==> src/rtl/mem_wb_stage_pkg.sv <==
// Shared definitions for the MEM->WB stage: sideband layout, load/store
// encodings, dcache access sizes and the request FSM state type.
package mem_wb_stage_pkg;

  // m_side = {waddr7, hilo64, hilo_we1, pc32, exc4, is_ds1, tlb_we1, tlb_cp0we2}
  localparam int SIDE_W             = 112;
  localparam int SIDE_TLB_CP0WE_LSB = 0;
  localparam int SIDE_TLB_WE_LSB    = 2;
  localparam int SIDE_IS_DS_LSB     = 3;
  localparam int SIDE_EXC_LSB       = 4;
  localparam int SIDE_EXC_W         = 4;
  localparam int SIDE_PC_LSB        = 8;
  localparam int SIDE_HILO_WE_LSB   = 40;
  localparam int SIDE_HILO_LSB      = 41;
  localparam int SIDE_WADDR_LSB     = 105;

  localparam logic [2:0] RT_W  = 3'd0;
  localparam logic [2:0] RT_B  = 3'd1;
  localparam logic [2:0] RT_BU = 3'd2;
  localparam logic [2:0] RT_H  = 3'd3;
  localparam logic [2:0] RT_HU = 3'd4;

  localparam logic [1:0] SIZE_B = 2'd0;
  localparam logic [1:0] SIZE_H = 2'd1;
  localparam logic [1:0] SIZE_W = 2'd2;

  typedef enum logic [2:0] {
    ST_IDLE = 3'd0,
    ST_REQ  = 3'd1,
    ST_WAIT = 3'd2,
    ST_DONE = 3'd3,
    ST_DROP = 3'd4
  } state_e;

  function automatic logic [1:0] size_of(input logic [2:0] rt);
    case (rt)
      RT_B, RT_BU: size_of = SIZE_B;
      RT_H, RT_HU: size_of = SIZE_H;
      default:     size_of = SIZE_W;
    endcase
  endfunction

  // Stores drive every byte lane so the dcache can pick by address.
  function automatic logic [31:0] store_lanes(input logic [1:0] size, input logic [31:0] d);
    case (size)
      SIZE_B:  store_lanes = {4{d[7:0]}};
      SIZE_H:  store_lanes = {2{d[15:0]}};
      default: store_lanes = d;
    endcase
  endfunction

endpackage

==> src/rtl/mem_wb_stage_load_align.sv <==
// Load-data lane select and sign/zero extension by readtype and address LSBs.
module load_align
  import mem_wb_stage_pkg::*;
(
  input  logic [2:0]  readtype_i,
  input  logic [1:0]  addr_lo_i,
  input  logic [31:0] rdata_i,
  output logic [31:0] data_o
);

  logic [7:0]  byte_s;
  logic [15:0] half_s;

  // Byte lane select.
  always_comb begin
    case (addr_lo_i)
      2'd0:    byte_s = rdata_i[7:0];
      2'd1:    byte_s = rdata_i[15:8];
      2'd2:    byte_s = rdata_i[23:16];
      default: byte_s = rdata_i[31:24];
    endcase
  end

  assign half_s = addr_lo_i[1] ? rdata_i[31:16] : rdata_i[15:0];

  // Extension; unknown readtypes fall back to a full word.
  always_comb begin
    case (readtype_i)
      RT_B:    data_o = {{24{byte_s[7]}}, byte_s};
      RT_BU:   data_o = {24'd0, byte_s};
      RT_H:    data_o = {{16{half_s[15]}}, half_s};
      RT_HU:   data_o = {16'd0, half_s};
      default: data_o = rdata_i;
    endcase
  end

endmodule

==> src/rtl/mem_wb_stage.sv <==
// MEM->WB pipeline stage: issues dcache requests for loads/stores, tracks the
// handshake with a small FSM and registers the retiring instruction into WB.
module mem_wb_stage
  import mem_wb_stage_pkg::*;
#(
  parameter int WIDTH = 32
) (
  input  logic              clk,
  input  logic              resetn,
  input  logic              flush,
  input  logic              stall_in,
  input  logic              m_valid,
  input  logic [31:0]       m_aluout,
  input  logic [31:0]       m_wdata,
  input  logic              m_memtoreg,
  input  logic              m_regwrite,
  input  logic              m_memwrite,
  input  logic [2:0]        m_readtype,
  input  logic [SIDE_W-1:0] m_side,
  output logic              dcache_req,
  output logic              dcache_wr,
  output logic [1:0]        dcache_size,
  output logic [31:0]       dcache_addr,
  output logic [31:0]       dcache_wdata,
  input  logic              dcache_addr_ok,
  input  logic              dcache_data_ok,
  input  logic [31:0]       dcache_rdata,
  output logic              stall_out,
  output logic              w_valid,
  output logic              w_regwrite,
  output logic              w_memwrite,
  output logic [WIDTH-1:0]  w_rfdata,
  output logic [31:0]       w_aluout,
  output logic [2:0]        w_readtype,
  output logic [SIDE_W-1:0] w_side
);

  state_e      state_q, state_d;
  logic [31:0] buf_q;
  logic        req_wr_q;
  logic [1:0]  req_size_q;
  logic [31:0] req_addr_q, req_wdata_q;

  logic        exc_s, mem_op_s, req_s, stall_s, capture_s, use_buf_s, hold_s;
  logic [1:0]  size_s;
  logic [31:0] wdata_s, rsrc_s, aligned_s, rf32_s;

  assign exc_s    = (m_side[SIDE_EXC_LSB +: SIDE_EXC_W] != 4'd0);
  assign mem_op_s = m_valid & (m_memtoreg | m_memwrite) & ~exc_s & ~flush;
  assign size_s   = size_of(m_readtype);
  assign wdata_s  = store_lanes(size_s, m_wdata);

  // Request FSM: next state, request strobe, stall and buffer control.
  always_comb begin
    state_d   = state_q;
    req_s     = 1'b0;
    stall_s   = 1'b0;
    capture_s = 1'b0;
    use_buf_s = 1'b0;
    case (state_q)
      ST_IDLE: begin
        if (mem_op_s) begin
          req_s   = 1'b1;
          stall_s = 1'b1;
          state_d = dcache_addr_ok ? ST_WAIT : ST_REQ;
        end else begin
          state_d = ST_IDLE;
        end
      end
      ST_REQ: begin
        if (flush) begin
          state_d = ST_IDLE;
        end else begin
          req_s   = 1'b1;
          stall_s = 1'b1;
          state_d = dcache_addr_ok ? ST_WAIT : ST_REQ;
        end
      end
      ST_WAIT: begin
        // A flush racing data_ok has nothing left to drain.
        if (flush) begin
          state_d = dcache_data_ok ? ST_IDLE : ST_DROP;
        end else if (dcache_data_ok) begin
          if (stall_in) begin
            capture_s = 1'b1;
            state_d   = ST_DONE;
          end else begin
            state_d   = ST_IDLE;
          end
        end else begin
          stall_s = 1'b1;
        end
      end
      ST_DONE: begin
        use_buf_s = 1'b1;
        if (flush || !stall_in) begin
          state_d = ST_IDLE;
        end else begin
          state_d = ST_DONE;
        end
      end
      ST_DROP: begin
        stall_s = mem_op_s;
        if (dcache_data_ok) begin
          state_d = ST_IDLE;
        end else begin
          state_d = ST_DROP;
        end
      end
      default: state_d = ST_IDLE;
    endcase
  end

  // FSM state register.
  always_ff @(posedge clk) begin
    if (!resetn) begin
      state_q <= ST_IDLE;
    end else begin
      state_q <= state_d;
    end
  end

  // Snapshot of the request so its fields stay stable while addr_ok is pending.
  always_ff @(posedge clk) begin
    if (!resetn) begin
      req_wr_q    <= 1'b0;
      req_size_q  <= 2'd0;
      req_addr_q  <= 32'd0;
      req_wdata_q <= 32'd0;
    end else if ((state_q == ST_IDLE) && req_s && !dcache_addr_ok) begin
      req_wr_q    <= m_memwrite;
      req_size_q  <= size_s;
      req_addr_q  <= m_aluout;
      req_wdata_q <= wdata_s;
    end
  end

  // Read-data buffer for a completion that arrives while WB is held.
  always_ff @(posedge clk) begin
    if (!resetn) begin
      buf_q <= 32'd0;
    end else if (capture_s) begin
      buf_q <= dcache_rdata;
    end else if (use_buf_s && (flush || !stall_in)) begin
      buf_q <= 32'd0;
    end
  end

  assign hold_s       = (state_q == ST_REQ);
  assign dcache_req   = resetn & req_s;
  assign dcache_wr    = hold_s ? req_wr_q    : m_memwrite;
  assign dcache_size  = hold_s ? req_size_q  : size_s;
  assign dcache_addr  = hold_s ? req_addr_q  : m_aluout;
  assign dcache_wdata = hold_s ? req_wdata_q : wdata_s;
  assign stall_out    = resetn & stall_s;

  assign rsrc_s = use_buf_s ? buf_q : dcache_rdata;

  load_align u_load_align (
    .readtype_i (m_readtype),
    .addr_lo_i  (m_aluout[1:0]),
    .rdata_i    (rsrc_s),
    .data_o     (aligned_s)
  );

  assign rf32_s = m_memtoreg ? aligned_s : m_aluout;

  // WB register: hold on stall_in, bubble while MEM is stalled, else load.
  always_ff @(posedge clk) begin
    if (!resetn) begin
      w_valid    <= 1'b0;
      w_regwrite <= 1'b0;
      w_memwrite <= 1'b0;
      w_rfdata   <= '0;
      w_aluout   <= 32'd0;
      w_readtype <= 3'd0;
      w_side     <= '0;
    end else if (stall_in) begin
      w_valid    <= w_valid;
    end else if (stall_s) begin
      w_valid    <= 1'b0;
      w_regwrite <= 1'b0;
      w_memwrite <= 1'b0;
    end else begin
      // Register-file writes of killed instructions are gated later in WB.
      w_valid    <= m_valid & ~flush;
      w_regwrite <= m_regwrite;
      w_memwrite <= m_memwrite & ~flush & ~exc_s;
      w_rfdata   <= WIDTH'(rf32_s);
      w_aluout   <= m_aluout;
      w_readtype <= m_readtype;
      w_side     <= m_side;
    end
  end

endmodule

==> config.mk <==
export PLATFORM = sky130hd
export DESIGN_NAME = mem_wb_stage
export DESIGN_NICKNAME = d
export VERILOG_FILES = /design/src/rtl/mem_wb_stage_pkg.sv /design/src/rtl/mem_wb_stage_load_align.sv /design/src/rtl/mem_wb_stage.sv
export SDC_FILE = /design/constraint.sdc
export NUM_CORES = 1
export LEC_CHECK = 0
export BUFFER_PORTS_ARGS = -buffer_cell sky130_fd_sc_hd__buf_2
export CAP_MARGIN = 40
export CORE_MARGIN = 3
export CORE_UTILIZATION = 25
export CTS_BUF_LIST = sky130_fd_sc_hd__clkbuf_8
export CTS_CLUSTER_DIAMETER = 60
export CTS_CLUSTER_SIZE = 30
export DETAILED_ROUTE_END_ITERATION = 7
export PLACE_DENSITY_LB_ADDON = 0.2
export SYNTH_ARGS = -nofsm -noshare
export SYNTH_HDL_FRONTEND = slang
export SYNTH_SLANG_ARGS = --single-unit
==> constraint.sdc <==
create_clock -name clk -period 2.65 [get_ports clk]
set_input_delay 0 -clock clk [delete_from_list [all_inputs] [get_ports clk]]
set_output_delay 0 -clock clk [all_outputs]
set_load 0.01 [all_outputs]
# Yosys cells after proc, flatten, opt, wreduce, memory -nomap -nowiden
# Index checks and enable logic that the tools add are counted.
totals:
  regBits: 284
  output_inout_bits: 251
  word_cells: 88
classes:
  eq_ne: 12
  muxes: 36
  bitwise: 13
  n_reduce_logical: 14
op_table:
  columns: ["cell", "n"]
  rows:
  - ["$mux 32", 6]
  - ["$pmux 32 s4", 1]
  - ["$pmux 32 s2", 1]
  - ["$pmux 8 s3", 1]
  - ["$mux 16", 1]
  - ["$pmux 3 s5", 1]
  - ["$mux 1", 13]
  - ["$eq 3x2->1 const B", 4]
  - ["$mux 2", 6]
  - ["$mux 3", 3]
  - ["$and 1x1->1", 8]
  - ["$eq 3x1->1 const B", 2]
  - ["$eq 3x3->1 const B", 2]
  - ["$eq 2x1->1 const B", 2]
  - ["$logic_not 2->1", 2]
  - ["$not 1->1", 4]
  - ["$pmux 1 s4", 1]
  - ["$pmux 2 s2", 1]
  - ["$reduce_bool 4->1", 1]
  - ["$reduce_or 2->1", 2]
  - ["$logic_and 1x1->1", 3]
  - ["$logic_not 3->1", 1]
  - ["$ne 3x3->1 const B", 1]
  - ["$eq 2x2->1 const B", 1]
  - ["other kinds (6)", 7]

# Logic depth before layout (Yosys ltp)
# Gate-level depths: netlist of the first run.
logic_depth:
  ltp_word: 8
  ltp_mapped: 8
  ltp_nobuf: 5

# By module
# A second synthesis of the first run with hierarchy kept.
unflattened:
  cells_unflattened: 1604
  area_unflattened_um2: 13952.1
by_module_without_submodules:
  columns: ["mod", "n_inst", "cells_per_inst", "area_each_um2", "seq_area_each_um2"]
  rows:
  - ["mem_wb_stage", 1, 1422, 12675.9, 5685.5]
  - ["load_align", 1, 182, 1276.2, 0.0]

# Least setup slack after synthesis of the first run
# Ideal clock, no wire load.
synth_path:
  path_type: "register to register"
  start: "register state_q[1]"
  end: "register w_rfdata[29]"
  setup_time_ns: 0.086
  t_arrival_ns: 2.218
  slack_ns: 0.346
  stages_incl_launch_ff: 9
  n_path_buf: 3
  synth_period_minus_slack_ns: 2.304
  path_cell_list: "dfxtp_1 > clkbuf_1 > and3b_1 > clkbuf_1 > mux4_2 > o21ai_1 > nor3_2 > buf_6 > a221oi_2"
synth_between:
  elab_chain_len: 6
synth_lines:
  columns: ["item", "line_no", "source"]
  rows:
  - ["from (decl)", "mem_wb_stage.sv:38", "state_e state_q, state_d;"]
  - ["from (signal assigned)", "mem_wb_stage.sv:119", "state_q <= state_d;"]
  - ["$eq 3x2->1", "mem_wb_stage.sv:60", "case (state_q)"]
  - ["$mux 1", "mem_wb_stage.sv:60", null]
  - ["$mux 32", "mem_wb_stage.sv:157", "assign rsrc_s = use_buf_s ? buf_q : dcache_rdata;"]
  - ["$pmux 8 s3 or $mux 16 (tied branches)", "mem_wb_stage_load_align.sv:16, mem_wb_stage_load_align.sv:24", null]
  - ["$pmux 32 s4", "mem_wb_stage_load_align.sv:28", "case (readtype_i)"]
  - ["$mux 32", "mem_wb_stage.sv:166", "assign rf32_s = m_memtoreg ? aligned_s : m_aluout;"]
  - ["to (signal assigned)", "mem_wb_stage.sv:189", "w_rfdata <= WIDTH'(rf32_s);"]
  - ["to (decl)", "mem_wb_stage.sv:32", "output logic [WIDTH-1:0] w_rfdata,"]
# Several ways; a longest one is shown, not always the timed one.
# A chain may end at the register's enable or synchronous reset.

# Final worst setup path of the first run
layout_path:
  start: "input m_side[4]"
  end: "register w_side[98]"
layout_between:
  elab_chain_len: 8
layout_lines:
  columns: ["item", "line_no", "source"]
  rows:
  - ["from (decl)", "mem_wb_stage.sv:19", "input logic [SIDE_W-1:0] m_side,"]
  - ["$reduce_bool 4->1 *", "mem_wb_stage.sv:48", "assign exc_s = (m_side[SIDE_EXC_LSB +: SIDE_EXC_W] != 4'd0);"]
  - ["$not 1->1 *", "mem_wb_stage.sv:49", "assign mem_op_s = m_valid & (m_memtoreg | m_memwrite) & ~exc_s & ~flush;"]
  - ["$and 1x1->1 * (2 in series)", "mem_wb_stage.sv:49", null]
  - ["$mux 1", "mem_wb_stage.sv:62", "if (mem_op_s) begin"]
  - ["$pmux 1 s4 *", "mem_wb_stage.sv:60", null]
  - ["$not 1->1 (no source line) *", null, null]
  - ["$reduce_and 2->1 (no source line) *", null, null]
  - ["to (signal assigned)", "mem_wb_stage.sv:192", "w_side <= m_side;"]
  - ["to (decl)", "mem_wb_stage.sv:35", "output logic [SIDE_W-1:0] w_side"]
# Every way passes the cells marked *; elsewhere a longest branch is shown, timed or not.

==> run summary, run 1 <==
Worst-Skew Late Latency: 0.60 ns
Synth Register Bits: 284
CTS tree: built
RSZ-0062 raised after global routing: false
dpl ws: 0.253 ns
Final Max Slew Viols: 0
nature of the critical path endpoint: flop
Inserted Clock Buffers: 34
Final min period: 2.56 ns
Die Span X: 227 um
fin cells: 2816
Final Hold Fails: 0
vias in the first global route: 12900
Switch Pwr: 3.01 mW
fin nets: 2392
relative slew slack: 0.589
GRT overflow: 0
PwrDens: 528 nW/um^2
first-pass GRT wire length: 75300 um
CTS Root Cell: clkbuf_8
Final ANT Viol Nets: 0
Post-synth EDFFs: 0
Mapped Area: 12200 sq um
final worst-path cycle share: 0.966
number of I/O pins: 472
layout cells sized above 1: 0.302
Clock Power Share: 0.350
core area: 48000 sq um
Layout area overhead: 50.4%
Sequential Power Share: 0.465
residual DRC count: 0
Die ar.: 51600 sq um
crit path launch: m_side[4]
Synth warnings: 0
Clock Tree Buf Depth: 3
critical path type: input port to flop
initial core utilization: 0.255
drt pass-1 iters: 7
DP HPWL: 35800 um
post-synthesis sequential area ratio: 0.465
leakage power: 8.08 nW
CTS sink cnt: 284
Power Internal: 6.70 mW
initial antenna violation count: 4
number of DRC markers in iteration 0: 711
placed cell count: 2514
max cap viols: 0
Setup WS post-layout: 0.0909 ns
Final Wtd Congestion: 0.833
largest net degree at the start of global routing: 110
Fmax: 0.391 GHz
Setup-failing EPs final: 0
critical path arrival: 3.10 ns
vias per cell: 4.71
critical path launch point type: input port
Synth cell types: 57
status: complete, no violations
Avg Inst Size Synth: 8.04 sq um
Cells after Synth: 1521
Fin Setup TNS: 0 ns
HP Class: input port to flop
FFs w/ async S/R, synth: 0
WL per Instance: 18.5 um
worst-margin pin slew: 0.616 ns
top_reg_cell synth: dfxtp_1
row cnt: 80
worst-path fanout max: 22
Switching Fraction: 0.310
DIE HEIGHT: 227 um
Post-Syn Nets: 1742
DR vias: 13300
clk slew on worst S/H paths: 0.09 ns
VDD IR max: 0.302 mV
hold slack: 0.153 ns
Reg-to-Reg Start: state_q[1]$_SDFFE_PN0N_
Hold Startpoint: m_readtype[2]
total track usage: 0.188
final clock skew: 0.0228 ns
combinational power share: 0.184
Post-Route WL: 52200 um
IO buf count: 471
H-tree lvl count: 2
Critical Path RT: 3.19 ns
-- area by class of cell --
cell class                 instances  area [sq um]
clock buffer                      35           482
tap                              615           769
timing repair buffer             743          5150
fill                            5002         29600
inverter                          16          67.6
antenna                            4          10.0
clock inverter                    27           253
multi-input combinational       1092          5990
sequential                       284          5690
-- power by group through the flow --
stage	sequential, mW	combinational (mW)	clock (mW)
final	4.52	1.79	3.40
after global routing	4.54	1.95	3.70
after CTS	4.52	1.77	3.56
after detailed placement	4.62	1.50	0
after global placement	4.61	1.49	0
after floorplan	4.69	0.660	0
-- metal layers --
| layer | wire length [um] | global-route usage |
|---|---|---|
| met1 | 22000 | 0.234 |
| met2 | 24600 | 0.314 |
| met3 | 3840 | 0.0491 |
| met4 | 1730 | 0.0715 |
| met5 | 0 | 0 |
-- Yosys cell counts (3+ instances only) --
cell type	n	area, sq um
a211oi_1	30	225
a21boi_0	4	30.0
a21oi_1	233	1170
a221oi_1	13	114
a221oi_2	10	150
a22oi_1	33	248
a32o_1	7	70.1
and3_1	3	18.8
buf_1	3	11.3
buf_2	7	35.0
buf_4	17	128
clkbuf_1	102	383
dfxtp_1	284	5690
inv_1	15	56.3
mux2_2	45	507
mux2i_1	30	300
mux4_2	8	180
nand2_1	443	1660
nand2b_1	11	68.8
nand3_1	6	30.0
nor2_1	109	409
nor3_1	6	30.0
o211ai_1	9	67.6
o21a_1	3	22.5
o21ai_0	38	190
o221a_2	3	33.8
o221ai_1	6	52.6
o32a_1	3	30.0
-- metrics by stage --
step	area [sq um]	util	power (mW)
floorplan	12200	-	5.35
global placement	15300	0.318	6.10
detailed placement	15300	0.318	6.12
CTS	18300	0.380	9.86
global route	18400	0.383	10.2
finish	18400	0.383	9.71
-- cell usage in the layout (no fill, tap or decap), types with 4 or more instances in the layout --
master / netlist / routed
buf_2: 7 / 471
nand2_1: 443 / 442
dfxtp_1: 284 / 284
a21oi_1: 233 / 232
dlygate4sd3_1: 0 / 227
nor2_1: 109 / 109
mux2_2: 45 / 45
o21ai_0: 38 / 38
clkbuf_8: 0 / 35
a22oi_1: 33 / 33
buf_4: 17 / 32
a211oi_1: 30 / 30
mux2i_1: 30 / 30
inv_1: 15 / 16
a221oi_1: 13 / 13
nand2b_1: 11 / 11
a221oi_2: 10 / 10
buf_12: 0 / 10
o211ai_1: 9 / 9
clkinvlp_4: 0 / 9
mux4_2: 8 / 8
a32o_1: 7 / 7
nor3_1: 6 / 6
nand3_1: 6 / 6
o221ai_1: 6 / 6
inv_6: 0 / 5
diode_2: 0 / 4
inv_8: 0 / 4
a21boi_0: 4 / 4
-- registers in the layout, indices dropped and copies added, names as in the netlist --
| name | count |
|---|---|
| buf_q | 32 |
| req_addr_q | 32 |
| req_size_q | 2 |
| req_wdata_q | 32 |
| req_wr_q | 1 |
| state_q | 3 |
| w_aluout | 32 |
| w_memwrite | 1 |
| w_readtype | 3 |
| w_regwrite | 1 |
| w_rfdata | 32 |
| w_side | 112 |
| w_valid | 1 |
-- path summary, 6_finish.rpt --
check | slack, ns | endpoint | cells after the start
setup / recovery | 0.09 | w_side[98]$_SDFFE_PN0P_ | 10
hold reg to reg | 0.45 | w_memwrite$_SDFFE_PN0N_ | 2
hold / removal | 0.15 | w_rfdata[22]$_SDFFE_PN0P_ | 4
setup reg to reg | 0.19 | buf_q[22]$_SDFFE_PN0P_ | 7
-- critical path, stage by stage --
cell,delay (ns)
dlygate4sd3_1,0.54
buf_2,0.13
or4_4,0.58
or4_4,0.55
a21oi_4,0.22
buf_12,0.15
buf_16,0.16
nand2_1,0.07
a21oi_1,0.13
dlygate4sd3_1,0.55
-- repair_timing --
action,in CTS,in global routing
hold buffers,227,0
endpoints found under the hold margin,283,0
setup endpoints to repair,0,4
gates resized for setup,0,3
buffers inserted,0,6
-- cell families (layout without fill, tap and decap cells) --
group / Yosys count / in the layout / share of synthesized area
buffers and inverters: 146 / 821 / 0.0513
other: 0 / 4 / 0
xor gates and xnor gates: 3 / 3 / 0.00215
muxes: 83 / 83 / 0.0807
DFF: 284 / 284 / 0.465
and+or+nand+nor: 600 / 600 / 0.196
AOI/OAI and AO/OA: 405 / 406 / 0.205
(Power assumes the default switching activity.)
==> run 2: changes to the inputs <==
--- a/config.mk
+++ b/config.mk
@@ -7,6 +7,8 @@
 export LEC_CHECK = 0
 export BUFFER_PORTS_ARGS = -buffer_cell sky130_fd_sc_hd__buf_2
 export CAP_MARGIN = 40
+export CELL_PAD_IN_SITES_DETAIL_PLACEMENT = 1
+export CELL_PAD_IN_SITES_GLOBAL_PLACEMENT = 1
 export CORE_MARGIN = 3
 export CORE_UTILIZATION = 25
 export CTS_BUF_LIST = sky130_fd_sc_hd__clkbuf_8
==> run summary, run 2 (synthesis results as in run 1) <==
status: complete, no violations
Final Max Slew Viols: 0 (unchanged)
WP buf/inv: 4 (-1)
post-layout util: 0.384 (+0.000677)
total track usage: 0.204 (+0.0153)
Post-Route WL: 55700 um (+6.8%)
final clock skew: 0.0308 ns (+0.00796 ns)
DIE HEIGHT: 227 um (unchanged)
Max stage delay on crit path: 0.62 ns (+0.04 ns)
commonest non-fill, non-tap cell in the layout: buf_2
dpl ws: 0.197 ns (-0.0557 ns)
Post-DP Area: 15300 sq um (+0.25%)
RSZ-0062 raised after global routing: false
Setup WS post-layout: 0.0495 ns (-0.0414 ns)
M1 GR Usage: 0.245 (+0.0111)
GR Util met2: 0.356 (+0.0414)
worst-margin pin slew: 0.654 ns (+0.0382 ns)
H-tree lvl count: 2 (unchanged)
core area: 48000 sq um (unchanged)
Worst-Skew Late Latency: 0.61 ns (about the same)
row cnt: 80 (unchanged)
routing usage on met3: 0.0585 (+0.00941)
vias per cell: 4.76 (+1.2%)
CP top delay family: buffers and inverters
most frequent cells in the layout: buf_2 (471), nand2_1 (442), dfxtp_1 (284)
max FFs per register: 112 (unchanged)
GRT overflow: 0 (unchanged)
CP max-delay cell: or4_4
max cap viols: 0 (unchanged)
Final Wtd Congestion: 0.801 (-3.8%)
vias in the first global route: 13800 (+7.2%)
CTS sink cnt: 284 (unchanged)
VDD IR max: 0.264 mV (-13%)
number of I/O pins: 472 (unchanged)
Final Hold Fails: 0 (unchanged)
WL per Instance: 19.8 um (+7.0%)
DR vias: 13400 (+1.1%)
Die Span X: 227 um (unchanged)
Setup-failing EPs final: 0 (unchanged)
IO buf count: 471 (unchanged)
PwrDens: 549 nW/um^2 (+4.1%)
cells along the critical path: dlygate4sd3_1 > buf_2 > or4_4 > or4_4 > a21o_4 > buf_12 > a22oi_1 > dlygate4sd3_1 > nor2_1
CTS tree: built
Layout area overhead: 50.7%
leakage power: 8.10 nW (+0.30%)
drt pass-1 iters: 5 (-2)
Clock Tree Buf Depth: 3 (unchanged)
initial antenna violation count: 5 (+1)
worst-path fanout max: 51 (+130%)
DP HPWL: 38400 um (+7.2%)
Fin Setup TNS: 0 ns (unchanged)
Fillers: 5836 (+17%)
relative slew slack: 0.564 (-0.0255)
first-pass GRT wire length: 81700 um (+8.5%)
critical path type: input port to flop
nature of the critical path endpoint: flop
initial core utilization: 0.255 (unchanged)
layout cells sized above 1: 0.300 (-0.00159)
post-route design area: 18400 sq um (+0.18%)
Final min period: 2.60 ns (+0.0414 ns)
fin nets: 2387 (-0.21%)
final worst-path cycle share: 0.981 (+0.0156)
HP Class: input port to flop
Critical Path RT: 3.15 ns (-0.04 ns)
Inserted Clock Buffers: 37 (+8.8%)
Fmax: 0.385 GHz (-1.6%)
CTS Root Cell: clkbuf_8
residual DRC count: 0 (unchanged)
Top Usage Layer GRT: met2
largest net degree at the start of global routing: 102 (-7.3%)
Die ar.: 51600 sq um (unchanged)
Biggest register: w_side
fin cells: 2811 (-0.18%)
critical path arrival: 3.10 ns (about the same)
clk slew on worst S/H paths: 0.09 ns (about the same)
placed cell count: 2514 (unchanged)
number of DRC markers in iteration 0: 498 (-30%)
Final ANT Viol Nets: 0 (unchanged)
critical path launch point type: input port
==> run 2: cell types whose count changed in the layout (fill, tap and decap cells not counted), sizes merged <==
cell and delta:
clkbuf +5, clkinv -3, buf -5, dlygate4sd3 -1
inv +3, clkinvlp -6, bufinv +2
==> run 2: metrics by stage <==
stage	hold slack (ns)	total power, mW
2_1_floorplan	0.136	5.35
3_5_place_dp	0.248	6.14
5_1_grt	0.130	10.7
3_3_place_gp	0.241	6.12
4_1_cts	0.0962	10.3
6_report	0.134	10.1
==> run 2: worst min-delay path: cells and delay by family <==
family	cells	cell delay, ns
buffers and inverters	2	0.28
AND/OR/NAND/NOR	3	0.34
AO/OA/AOI/OAI	1	0.05
==> run 2: timing repair <==
action	CTS	global route
endpoints found under the hold margin	282	0
endpoints found under the setup margin	2	3
gates cloned	0	1
hold buffers	226	0
setup buffers	0	1
pin swaps	0	1
resized for setup	1	2
==> run 2: layout make-up <==
| class | instances | area, sq um | share of cell area |
|---|---|---|---|
| Antenna cell | 4 | 10.0 | 0.000543 |
| Clock buffer | 42 | 578 | 0.0314 |
| Clock inverter | 23 | 250 | 0.0136 |
| Inverter | 16 | 67.6 | 0.00367 |
| Multi-Input combinational cell | 1092 | 5990 | 0.325 |
| Sequential cell | 284 | 5690 | 0.308 |
| Tap cell | 615 | 769 | 0.0417 |
| Timing Repair Buffer | 735 | 5080 | 0.276 |
==> run 2: metal layers <==
metal	up-vias	wire length, um
li1	6502	-
met1	6449	23300
met2	359	27200
met3	78	3750
met4	2	1490
met5	-	13
==> run 2: worst paths after layout <==
path | start | end | slack, ns | cells after the start
max | m_side[6] | w_regwrite$_SDFFE_PN0N_ | 0.05 | 9
min | m_side[4] | req_addr_q[29]$_SDFFE_PN0P_ | 0.13 | 6
max reg2reg | state_q[1]$_SDFFE_PN0N_ | w_regwrite$_SDFFE_PN0N_ | 0.22 | 8
min reg2reg | w_aluout[15]$_SDFFE_PN0P_ | w_aluout[15]$_SDFFE_PN0P_ | 0.46 | 2
==> run 2: where the power goes <==
group / leakage (nW) / switching (mW) / total (mW) / internal, mW
logic: 5.35 / 0.989 / 1.79 / 0.799
registers: 2.32 / 0.0870 / 4.52 / 4.43
clock network: 0.427 / 1.98 / 3.82 / 1.84
total: 8.10 / 3.05 / 10.1 / 7.07
